### config.mk
export PLATFORM = sky130hd
export DESIGN_NAME = divider_unit
export DESIGN_NICKNAME = d
export VERILOG_FILES = /design/src/rtl/divider_unit.sv
export SDC_FILE = /design/constraint.sdc
export NUM_CORES = 1
export LEC_CHECK = 0
export ABC_CLOCK_PERIOD_IN_PS = 8100
export CORE_MARGIN = 8
export CORE_UTILIZATION = 43
export DETAILED_ROUTE_END_ITERATION = 16
export PLACE_DENSITY = 0.72
export SLEW_MARGIN = 15
export SYNTH_ARGS = -nofsm -noshare
export SYNTH_HDL_FRONTEND = slang
export SYNTH_SLANG_ARGS = --single-unit
### constraint.sdc
create_clock -name clk -period 8.1 [get_ports clk]
set_input_delay 1.62 -clock clk [delete_from_list [all_inputs] [get_ports clk]]
set_output_delay 1.62 -clock clk [all_outputs]
set_load 0.01 [all_outputs]
### src/rtl/divider_unit.sv
// rtl/divider_unit.sv - 32-bit restoring divider (DIV/DIVU/REM/REMU), one quotient bit per cycle
module divider_unit (
  input  logic        clk,
  input  logic        reset,
  input  logic        start,
  input  logic [1:0]  op,
  input  logic [31:0] dividend,
  input  logic [31:0] divisor,
  output logic        busy,
  output logic        done,
  output logic [31:0] result
);

  typedef enum logic [1:0] {IDLE, RUN, DONE} state_t;

  state_t      state, state_nxt;
  logic [1:0]  op_q;
  logic        dvd_neg, dvs_neg;
  logic [31:0] dvs_mag;
  logic [31:0] quo;
  logic [31:0] rem;
  logic [5:0]  count;
  logic        bypass;
  logic [31:0] bypass_res;

  logic        signed_in, dvd_neg_in, dvs_neg_in, div_zero_in, ovf_in;
  logic [31:0] dvd_mag_in, dvs_mag_in, bypass_res_in;
  logic        accept, finish, ge;
  logic [32:0] partial, diff;
  logic [31:0] q_fix, r_fix, final_res;

  always_comb begin
    signed_in   = ~op[0];
    dvd_neg_in  = signed_in & dividend[31];
    dvs_neg_in  = signed_in & divisor[31];
    dvd_mag_in  = dvd_neg_in ? (32'd0 - dividend) : dividend;
    dvs_mag_in  = dvs_neg_in ? (32'd0 - divisor) : divisor;
    div_zero_in = (divisor == 32'd0);
    ovf_in      = signed_in & (dividend == 32'h8000_0000) & (divisor == 32'hFFFF_FFFF);
    // Special cases are resolved at capture time so RUN can finish after one edge.
    if (div_zero_in)
      bypass_res_in = op[1] ? dividend : 32'hFFFF_FFFF;
    else
      bypass_res_in = op[1] ? 32'd0 : 32'h8000_0000;
  end

  always_comb begin
    // Partial remainder can reach 33 bits after the shift; bit 32 set means it always fits.
    partial   = {rem, quo[31]};
    diff      = partial - {1'b0, dvs_mag};
    ge        = partial[32] | ~diff[32];
    q_fix     = (dvd_neg ^ dvs_neg) ? (32'd0 - quo) : quo;
    r_fix     = dvd_neg ? (32'd0 - rem) : rem;
    final_res = op_q[1] ? r_fix : q_fix;
  end

  assign accept = start & (state != RUN);
  assign finish = (state == RUN) & (bypass | (count == 6'd32));

  always_comb begin
    state_nxt = state;
    busy      = 1'b0;
    done      = 1'b0;
    case (state)
      IDLE: if (start) state_nxt = RUN;
      RUN: begin
        busy = 1'b1;
        if (finish) state_nxt = DONE;
      end
      DONE: begin
        done      = 1'b1;
        state_nxt = start ? RUN : IDLE;
      end
      default: state_nxt = IDLE;
    endcase
  end

  always_ff @(posedge clk) begin
    if (reset) begin
      state      <= IDLE;
      op_q       <= 2'd0;
      dvd_neg    <= 1'b0;
      dvs_neg    <= 1'b0;
      dvs_mag    <= 32'd0;
      quo        <= 32'd0;
      rem        <= 32'd0;
      count      <= 6'd0;
      bypass     <= 1'b0;
      bypass_res <= 32'd0;
      result     <= 32'd0;
    end else begin
      state <= state_nxt;
      if (accept) begin
        op_q       <= op;
        dvd_neg    <= dvd_neg_in;
        dvs_neg    <= dvs_neg_in;
        dvs_mag    <= dvs_mag_in;
        quo        <= dvd_mag_in;
        rem        <= 32'd0;
        count      <= 6'd0;
        bypass     <= div_zero_in | ovf_in;
        bypass_res <= bypass_res_in;
      end else if (state == RUN) begin
        if (finish) begin
          result <= bypass ? bypass_res : final_res;
        end else begin
          rem   <= ge ? diff[31:0] : partial[31:0];
          quo   <= {quo[30:0], ge};
          count <= count + 6'd1;
        end
      end
    end
  end

endmodule

**Word level (Yosys, flattened, before mapping)**

Cells that the tools add are included.

- Register bits after elaboration: 173
- Input bits: 69
- Output and inout bits: 34
- Logic and storage cells: 67

- Add/sub/neg operators: 6
- Equality and inequality tests: 9
- Multiplexer cells: 19
- Bitwise logic cells: 14
- Reduce and logical (&&, ||, !) cells: 8

Operators by type and width:

| cell | number |
|---|---|
| $mux 32 | 13 |
| $sub 1x32->32 const A | 4 |
| $eq 32x32->1 const B | 2 |
| $sub 33x32->33 | 1 |
| $logic_not 32->1 | 1 |
| $add 6x1->6 const B | 1 |
| $and 1x1->1 | 6 |
| $eq 6x6->1 const B | 1 |
| $ne 2x2->1 const B | 3 |
| $pmux 2 s3 | 1 |
| $reduce_and 2->1 | 3 |
| $mux 2 | 2 |
| $not 1->1 | 4 |
| $mux 1 | 3 |
| $or 1x1->1 | 3 |
| $reduce_and 3->1 | 1 |
| $eq 2x1->1 const B | 1 |
| $eq 2x2->1 const B | 1 |
| $logic_not 2->1 | 1 |
| $ne 2x1->1 const B | 1 |
| $reduce_bool 2->1 | 1 |
| $reduce_or 2->1 | 1 |
| $xor 1x1->1 | 1 |

**Longest topological paths before layout**

- Word-level depth: 6
- Gate-level depth with buffers: 12
- Gate-level depth less buffers: 11

**Worst setup path after synthesis**

No wires, ideal clock.

- Kind: input -> register
- Start: input dividend[5]
- End: register quo[20]
- Library setup time: 0.091 ns
- Arrival time: 3.602 ns
- Data required time: 8.009 ns
- Setup slack: 4.407 ns
- Stages: 8
- Path buffers: 0
- Cells stage by stage: or4_4 -> nor4_4 -> nor3b_1 -> nand3b_1 -> o31ai_1 -> xnor2_1 -> nor2_1 -> a311oi_1

- Longest elaborated chain between the ends: 3

Ends and longest elaborated chain:

| what | RTL line | source |
|---|---|---|
| from (decl) | 7 | `input logic [31:0] dividend,` |
| $sub 1x32->32 | 36 | `dvd_mag_in = dvd_neg_in ? (32'd0 - dividend) : dividend;` |
| $mux 32 | 36 |  |
| $mux 32 | 93 | `if (accept) begin` |
| to (signal assigned) | 98 | `quo <= dvd_mag_in;` |
| to (signal assigned) | 108 | `quo <= {quo[30:0], ge};` |
| to (decl) | 20 | `logic [31:0] quo;` |

No other way between the ends.
A chain may end at the register's enable or synchronous reset.

**Worst setup path after layout**

- Start: input divisor[0]
- End: register bypass_res[30]

- Longest elaborated chain between the ends: 2

Ends and longest elaborated chain:

| what | RTL line | source |
|---|---|---|
| from (decl) | 8 | `input logic [31:0] divisor,` |
| $logic_not 32->1 | 38 | `div_zero_in = (divisor == 32'd0);` |
| $mux 32 | 41 | `if (div_zero_in)` |
| to (signal assigned) | 102 | `bypass_res <= bypass_res_in;` |
| to (decl) | 24 | `logic [31:0] bypass_res;` |

No other way between the ends.

==> results_dict.tcl <==
set metrics [dict create \
    ctsHoldBuffers 0 \
    fillers 2668 \
    synthAdderAreaFrac 0.04347 \
    slowest_delay_ns 0.66 \
    seqPwrFrac 0.371 \
    coreArea_sq_mm 0.02680 \
    tns_ns 0 \
    power_frac_clock 0.319 \
    timing.slew.headroom 0.2061 \
    syn_inst 1558 \
    layout-drive-gt1-share 0.04723 \
    p_sw_frac 0.3649 \
    ys_types 67 \
    gp_congestion 0.8822 \
    finalWorstSetupSlack_ns 3.480 \
    comb_power_share 0.310 \
    irDropWorstVdd_mv 0.1051 \
    r2r_slack_ns 4.67 \
    io_buffers 102 \
    synth_mux_area_frac 0.02837 \
    wl_per_cell_microns 17.89 \
    synthXorXnorAreaFrac 0.1064 \
    die-area_sq_mm 0.03271 \
    finalClockSkew_ns 0.01353 \
    synth_top_cells_by_area "dfxtp_1 (29%), xnor2_1 (6.3%), a21oi_1 (6.1%), nand2_1 (5.3%), nor2_1 (5.2%)" \
    grt_pass1_wl_mm 57.01 \
    area_delta_synth_final_pct 15.17 \
    synth_top_cell_area_share 0.2946 \
    die_h_microns 180.9 \
    drt_iter0_markers 871 \
    rsz0062_at_grt "no" \
    clk_path_buf_depth 2 \
    power_density_mw_per_mm2 190.1 \
    synth_area_leader_cell "dfxtp_1" \
    maxCapViolations 0 \
    hold_viol 0 \
    p_int_w 0.001625 \
    crit_path_end_kind "flip-flop" \
    seqCellArea_sq_mm 0.003443 \
    cts_tree "yes" \
    ys_ff_latch 172 \
    crit_family "simple AND/OR/NAND/NOR gates" \
    syn_area_sq_mm 0.01169 \
    multi_input_area_sq_mm 0.007649 \
    place_hpwl_mm 25.83 \
    cts_root_buffer "clkbuf_16" \
    synth-simple-area-share 0.2229 \
    synthFlopType "dfxtp_1" \
    cp-start-kind "input port" \
    worst_pin_slew_ns 1.181 \
    grt_start_max_net_pins 73 \
    synthArstFlopShare 0 \
    cp_data_arrival_time_ns 4.96 \
    first_pass_iters 7 \
    die_w_microns 180.9 \
    routed_wl_mm 34.90 \
    status "finished clean" \
    first_global_vias 10770 \
    grt_usage 0.2096 \
    cts_buffers 17 \
    slew_violations 0 \
    routed-via-count 11410 \
    overflow 0 \
    postSynthAreaPerCell_sq_um 7.501 \
    min_path_type "flip-flop to flip-flop" \
    path_class "input port to flip-flop" \
    yosys-top-cells-count "dfxtp_1 (172), nand2_1 (166), nor2_1 (162), a21oi_1 (143), o21ai_0 (111)" \
    worstPathRequired_ns 8.44 \
    min_period_over_period 0.5703 \
    post-cts-setup-buffers 0 \
    cts_sinks 172 \
    avgViaCountPerCell 5.846 \
    cts_resized 0 \
    worstSkewPairLatency_ns 0.45 \
    min_period_ns 4.620 \
    start_util 0.4360 \
    synth_top_family_by_area "compound AO/OA/AOI/OAI gates" \
    dp_slack_ns 3.044 \
    leakage_nw 5.024 \
    synth_compound_area_frac 0.2516 \
    fmax_ghz 0.2165 \
    synth_fp_nets 1667 \
    setup_viol 0 \
    ant_nets 0 \
    boundaryPins 103 \
    worst-path-max-fanout 31 \
    htreeDepth 4 \
    ys_warn_count 0 \
    switching_power_w 0.0009339 \
    clk_pin_slew_worst_paths_ns 0.07 \
    antenna_found_initial 1 \
    crit_chain "clkdlybuf4s50_1 > inv_1 > ha_1 > nor4b_1 > and3_1 > and3_1 > nand2_1 > nor3_1 > nand2_1 > o21ai_0" \
    synth_edf_count 0 \
    placementRows 60 \
    cpMaxStageDelayCell "nand2_1" \
    route.detailed.drc 0 \
    cp_num_buf_inv 2 \
    final_nets 1706 \
    yosysMostFrequentCell "dfxtp_1" \
    ys_seq_area_frac 0.2946 \
]
## power by group through the flow
stage / logic, W / clock network [W] / registers, W
floorplan: 0.000577 / 0 / 0.000950
global placement: 0.000773 / 0 / 0.000968
detailed placement: 0.000782 / 0 / 0.000969
CTS: 0.000787 / 0.000826 / 0.000950
global route: 0.000875 / 0.000861 / 0.000958
finish: 0.000793 / 0.000815 / 0.000950
## stage by stage
| stage | utilization | hold WS, ns | cell area, sq um | total power [W] | std cells |
|---|---|---|---|---|---|
| 2_1_floorplan | - | 0.4173 | 11690 | 0.001527 | 1558 |
| 3_3_place_gp | 0.4807 | 0.4254 | 12880 | 0.001740 | 1919 |
| 3_5_place_dp | 0.4807 | 0.4358 | 12880 | 0.001751 | 1919 |
| 4_1_cts | 0.5020 | 0.4525 | 13450 | 0.002562 | 1950 |
| 5_1_grt | 0.5022 | 0.4749 | 13460 | 0.002694 | 1951 |
| 6_report | 0.5022 | 0.4524 | 13460 | 0.002559 | 1951 |
## registers in the layout (all words and copies together), names as in the netlist
signal and cells:
quo 32, result 32, bypass 1, dvs_mag 32, dvd_neg 1, op_q 1, state 2, bypass_res 32
count 6, dvs_neg 1, rem 32
## worst reg2reg max path, delay by kind of cell, from the launching register on
kind,cells,cell delay [ns]
multiplexers,1,0.14
AND/OR/NAND/NOR,2,0.36
adder cells (fa/ha/maj),2,0.62
buffers and inverters,1,0.07
AO/OA/AOI/OAI,5,1.67
flip-flops,1,0.43
## logic make-up (layout without fill, tap and decap cells)
kind of cell / Yosys count / in the layout
multiplexers: 33 / 33
other: 0 / 1
AO/OA/AOI/OAI: 469 / 469
AND/OR/NAND/NOR: 543 / 543
buffers and inverters: 159 / 210
adder cells (fa/ha/maj): 40 / 40
flip-flops: 172 / 172
XOR/XNOR: 142 / 142
## layout by cell type (no fill, tap or decap), types with 4 or more instances in the layout
cell             instances
nand2b_1                17
o211ai_1                15
nand2_1                165
buf_4                   17
ha_1                    39
nor4_1                   7
a32oi_1                  6
a221oi_1                 4
clkbuf_16               17
clkdlybuf4s50_1        101
o21ai_1                  5
inv_8                    7
xnor2_1                 84
a311oi_1                28
o31ai_2                  4
a211oi_1                48
nor2b_1                 35
o21a_1                   8
nand4_1                 15
a21oi_1                143
and2_1                   5
o31ai_1                 25
dfxtp_1                172
inv_1                   61
o22ai_1                 17
or4_4                    4
or4_1                   10
o41ai_1                  8
a21o_1                  11
xor2_1                  58
o21ai_0                111
nor3_1                  39
o21bai_1                 4
and3_1                  18
a31oi_1                 14
nand3_1                 26
or3_1                   16
mux2i_1                 32
nor2_1                 159
## area by class of cell
class                      count  area share
inverter                      61     0.01701
clock inverter                14     0.01078
clock buffer                  17     0.03161
multi-input combinational   1227      0.5683
sequential                   172      0.2558
tap                          341     0.03170
timing repair buffer         118     0.08460
antenna                        1   0.0001859
## path summary, 6_finish.rpt
path | start | to | cells after the start
min reg2reg | bypass_res[17] | bypass_res[17] | 2
min | bypass_res[17] | bypass_res[17] | 2
max reg2reg | quo[31] | rem[30] | 11
max | divisor[0] | bypass_res[30] | 10
## routing by layer
metal,routed length [microns],track usage
met1,16120,0.2806
met2,16350,0.3428
met3,1810,0.03170
met4,618,0.06217
met5,0,0
(Power assumes the default switching activity.)
